### src/rtl/serial_adder_ctrl.sv
// Bit-serial adder: one full-adder stage (two half adders + OR) walked LSB-first
// across WIDTH bits, with a start/busy/done handshake and registered results.

module half_adder (
  input  logic x,
  input  logic y,
  output logic s,
  output logic co
);
  assign s  = x ^ y;
  assign co = x & y;
endmodule

module serial_adder_ctrl #(
  parameter int WIDTH = 8
) (
  input  logic             clk,
  input  logic             reset,
  input  logic             start,
  input  logic [WIDTH-1:0] a,
  input  logic [WIDTH-1:0] b,
  output logic             busy,
  output logic             done,
  output logic [WIDTH-1:0] sum,
  output logic             carry_out
);
  localparam int CW = $clog2(WIDTH) + 1;

  typedef enum logic [1:0] {IDLE, ADD, DONE} state_t;

  state_t           state, state_n;
  logic [WIDTH-1:0] a_sh, b_sh, s_sh, s_nxt;
  logic [CW-1:0]    cnt;
  logic             c, c_nxt;
  logic             s1, c1, s2, c2;
  logic             load, step, last;

  half_adder ha1 (.x(a_sh[0]), .y(b_sh[0]), .s(s1), .co(c1));
  half_adder ha2 (.x(s1),      .y(c),       .s(s2), .co(c2));

  assign c_nxt = c1 | c2;
  // Shift-based MSB insert keeps WIDTH=1 legal (no [0:1] slice).
  assign s_nxt = (s_sh >> 1) | (WIDTH'(s2) << (WIDTH - 1));

  always_comb begin
    state_n = state;
    load    = 1'b0;
    step    = 1'b0;
    last    = 1'b0;
    case (state)
      IDLE: if (start) begin
        load    = 1'b1;
        state_n = ADD;
      end
      ADD: begin
        step = 1'b1;
        if (cnt == CW'(WIDTH - 1)) begin
          last    = 1'b1;
          state_n = DONE;
        end
      end
      DONE: begin
        if (start) begin
          load    = 1'b1;
          state_n = ADD;
        end else begin
          state_n = IDLE;
        end
      end
      default: state_n = IDLE;
    endcase
  end

  always_ff @(posedge clk) begin
    if (reset) begin
      state     <= IDLE;
      a_sh      <= '0;
      b_sh      <= '0;
      s_sh      <= '0;
      c         <= 1'b0;
      cnt       <= '0;
      busy      <= 1'b0;
      done      <= 1'b0;
      sum       <= '0;
      carry_out <= 1'b0;
    end else begin
      state <= state_n;
      busy  <= (state_n == ADD);
      done  <= last;
      if (load) begin
        a_sh <= a;
        b_sh <= b;
        s_sh <= '0;
        c    <= 1'b0;
        cnt  <= '0;
      end else if (step) begin
        a_sh <= a_sh >> 1;
        b_sh <= b_sh >> 1;
        s_sh <= s_nxt;
        c    <= c_nxt;
        cnt  <= cnt + CW'(1);
        // Outputs only move on the completion edge; partial sums stay internal.
        if (last) begin
          sum       <= s_nxt;
          carry_out <= c_nxt;
        end
      end
    end
  end
endmodule

### config.mk
export PLATFORM = sky130hd
export DESIGN_NAME = serial_adder_ctrl
export DESIGN_NICKNAME = d
export VERILOG_FILES = /design/src/rtl/serial_adder_ctrl.sv
export SDC_FILE = /design/constraint.sdc
export NUM_CORES = 1
export LEC_CHECK = 0
export CAP_MARGIN = 30
export CORE_UTILIZATION = 35
export DETAILED_ROUTE_END_ITERATION = 8
export HOLD_SLACK_MARGIN = 0.05
export PLACE_DENSITY = 0.59
export SLEW_MARGIN = 20
export SYNTH_ARGS = -nofsm -noshare
export SYNTH_HDL_FRONTEND = slang
export SYNTH_HIERARCHICAL = 1
export SYNTH_SLANG_ARGS = --single-unit
### constraint.sdc
create_clock -name clk -period 1.6 [get_ports clk]
set_clock_uncertainty 0.1 [all_clocks]
set_input_delay 0.32 -clock clk [delete_from_list [all_inputs] [get_ports clk]]
set_output_delay 0.32 -clock clk [all_outputs]
set_load 0.005 [all_outputs]
==> results.py <==
metrics = {
    "placed_design": {
        "placed_cell_area_um2": 2020,
        "dp_slack_ns": 0.0191,
        "port_buffers": 29,
        "hpwl_um": 2210,
        "gp_congestion": 0.685,
    },
    "min_path": {
        "hp-class": "reg2reg",
        "holdPathStages": 2,
    },
    "synth": {
        "synth_ff_type": "dfxtp_1",
        "synth_edf_count": 0,
        "synth_area_leader_cell": "dfxtp_1",
        "synth.avg_cell_area_um2": 8.75,
        "syn-num-nets": 207,
        "netlist.area_leader.share": 0.507,
        "synth_area_um2": 1620,
        "async_reset_ff_frac": 0,
        "synth_cell_types": 28,
        "yosys_warnings": 6,
        "yosys-top-cells-area": "dfxtp_1, nand2_1, nor3_1",
        "ys_ff_latch": 41,
        "synthCells": 185,
        "synth-seq-area-share": 0.507,
    },
    "routing": {
        "drc_errors": 0,
        "dr.pass1.iters": 4,
        "wl_per_cell_um": 11.9,
        "ant_nets": 0,
        "totalWireLength_um": 3250,
        "via_per_inst": 4.83,
        "dr.first_iter.drc_count": 65,
        "vias": 1324,
    },
    "global_route": {
        "grt_start_max_net_pins": 21,
        "antenna_found_initial": 0,
        "met3_usage": 0.0404,
        "grt_use_met1": 0.171,
        "grtUsageMet2": 0.241,
        "first_global_vias": 1298,
        "grt_pass1_wl_um": 5640,
        "grt-ovfl-total": 0,
        "grt_use_total": 0.145,
        "top_usage_layer": "met2",
    },
    "die": {
        "rows": 24,
        "die_area_um2": 4900,
        "ios": 30,
        "die_y_um": 70.0,
        "coreArea_um2": 4410,
        "start_util": 0.367,
        "die_w_um": 70.0,
    },
    "final_layout": {
        "nets": 243,
        "num-fill-cells": 443,
        "final_layout_size_suffix_gt1_frac": 0.108,
        "area_growth_pct": 34.8,
        "n_antenna_cell": 0,
        "fin_area_um2": 2180,
        "utilization": 0.494,
    },
    "worst_setup_path": {
        "cp_max_fo": 2,
        "cp.required_ns": 1.18,
        "reg2regPathDepth": 4,
        "cpMaxStageDelayCell": "clkdlybuf4s50_1",
        "endpoint_kind": "output port",
        "critical_path.top_delay_family": "buffers and inverters",
        "path_cells": "clkdlybuf4s50_1",
        "cp_num_buf_inv": 1,
        "reg2reg_slack_ns": 0.20,
        "critical_path_class": "reg2out",
        "slowest_delay_ns": 0.51,
        "crit_cells": 1,
        "arrival_ns": 1.14,
        "critPathLaunchType": "register",
    },
    "timing": {
        "setup_slack_ns": 0.0439,
        "finalSetupViolations": 0,
        "final_max_slew_viol_count": 0,
        "tightest_slew_ns": 0.222,
        "period_share": 0.973,
        "hold_viol_final": 0,
        "max_freq_ghz": 0.643,
        "max_slew_margin": 0.851,
        "rsz0062_at_grt": "no",
        "final.min_clock_period_ns": 1.56,
        "timing.setup.tns_ns": 0,
    },
    "flow_run": {
        "maxCapViolations": 0,
    },
    "power": {
        "fin_total_pwr_w": 0.00233,
        "leakage_nw": 0.791,
        "ir_drop_v": 0.000600,
        "power-per-cell-area_nw_per_um2": 1070,
    },
    "clock_tree": {
        "cts_tree": "done",
        "cts_root_buffer": "clkbuf_8",
        "path_clk_slew_ns": 0.07,
        "numCtsBuffers": 5,
        "cts_max_level": 2,
        "clk_path_buf_depth": 2,
        "cts.sinks": 41,
        "clk_latency_ns": 0.29,
    },
    "outcome": {
        "status": "complete, no violations",
    },
}
-- timing repair --
item,CTS,global route
hold buffers,0,0
setup buffers,0,2
endpoints found under the setup margin,0,2
resized for setup,0,1
-- synth_stat cells, drive strengths merged (2+ instances only) --
cell type  instances
nand2b             2
dfxtp             41
o21ai              6
nand3b             2
nand2             42
a22oi              2
ha                 3
a31oi              4
buf               13
a21oi             14
o22ai              8
mux2i              9
or3                2
nor3              19
nor2               7
nand3              4
-- final cells by class --
class,count,area [um2],area share
clock buffer,5,68.8,0.0315
clock inverter,3,65.1,0.0298
inverter,1,3.75,0.00172
multi-input combinational,129,711,0.326
sequential,41,821,0.376
tap,52,65.1,0.0298
timing repair buffer,43,448,0.205
-- power by group --
group	switching, W	internal, W
Sequential	0.0000260	0.00107
Clock	0.000354	0.000620
Combinational	0.000131	0.000138
-- layer usage --
layer	vias up	wire [um]
li1	707	-
met1	587	1560
met2	24	1520
met3	6	119
met4	0	47
met5	-	0
-- flip-flops by register name, summed over array words and instances (netlist names), 2 cells and up --
signal / cells
cnt: 4
sum: 8
a_sh: 8
state: 2
b_sh: 8
s_sh: 7
-- worst reg2reg max path, delay by kind of cell (launching register included) --
family | cells | cell delay, ns
and+or+nand+nor | 2 | 0.58
DFF | 1 | 0.36
adders and majority gates | 1 | 0.18
AOI/OAI and AO/OA | 1 | 0.12
-- cell usage in the layout (no fill, tap or decap), types with 2 or more instances in the layout --
cell and instances:
ha_1 3, o22ai_1 8, nand3b_1 2, clkbuf_8 5
clkdlybuf4s50_1 28, buf_4 10, a31oi_1 4, bufinv_16 2
mux2i_1 9, nor3_1 19, buf_12 4, dfxtp_1 41
a21oi_1 14, or3_1 2, nand3_1 4, nor2_1 6
o21ai_0 6, nand2_1 42, a22oi_1 2
-- stage by stage --
stage,hold WS [ns],cells
after global placement,0.345,264
after global routing,0.378,274
after detailed placement,0.346,264
final,0.358,274
after floorplan,0.337,185
after CTS,0.365,272
-- kinds of logic after synthesis --
kind of cell    after synthesis  share of synthesized area
fa+ha+maj                     3                     0.0232
mux                           9                     0.0556
flops                        41                      0.507
simple gates                 80                      0.227
compound gates               35                      0.122
xor+xnor                      2                     0.0108
buf+inv                      15                     0.0541
-- final timing paths --
kind | from | to
max | carry_out | carry_out
min | sum[4] | sum[4]
max reg2reg | cnt[1] | carry_out
min reg2reg | sum[4] | sum[4]
(Power assumes the default switching activity.)
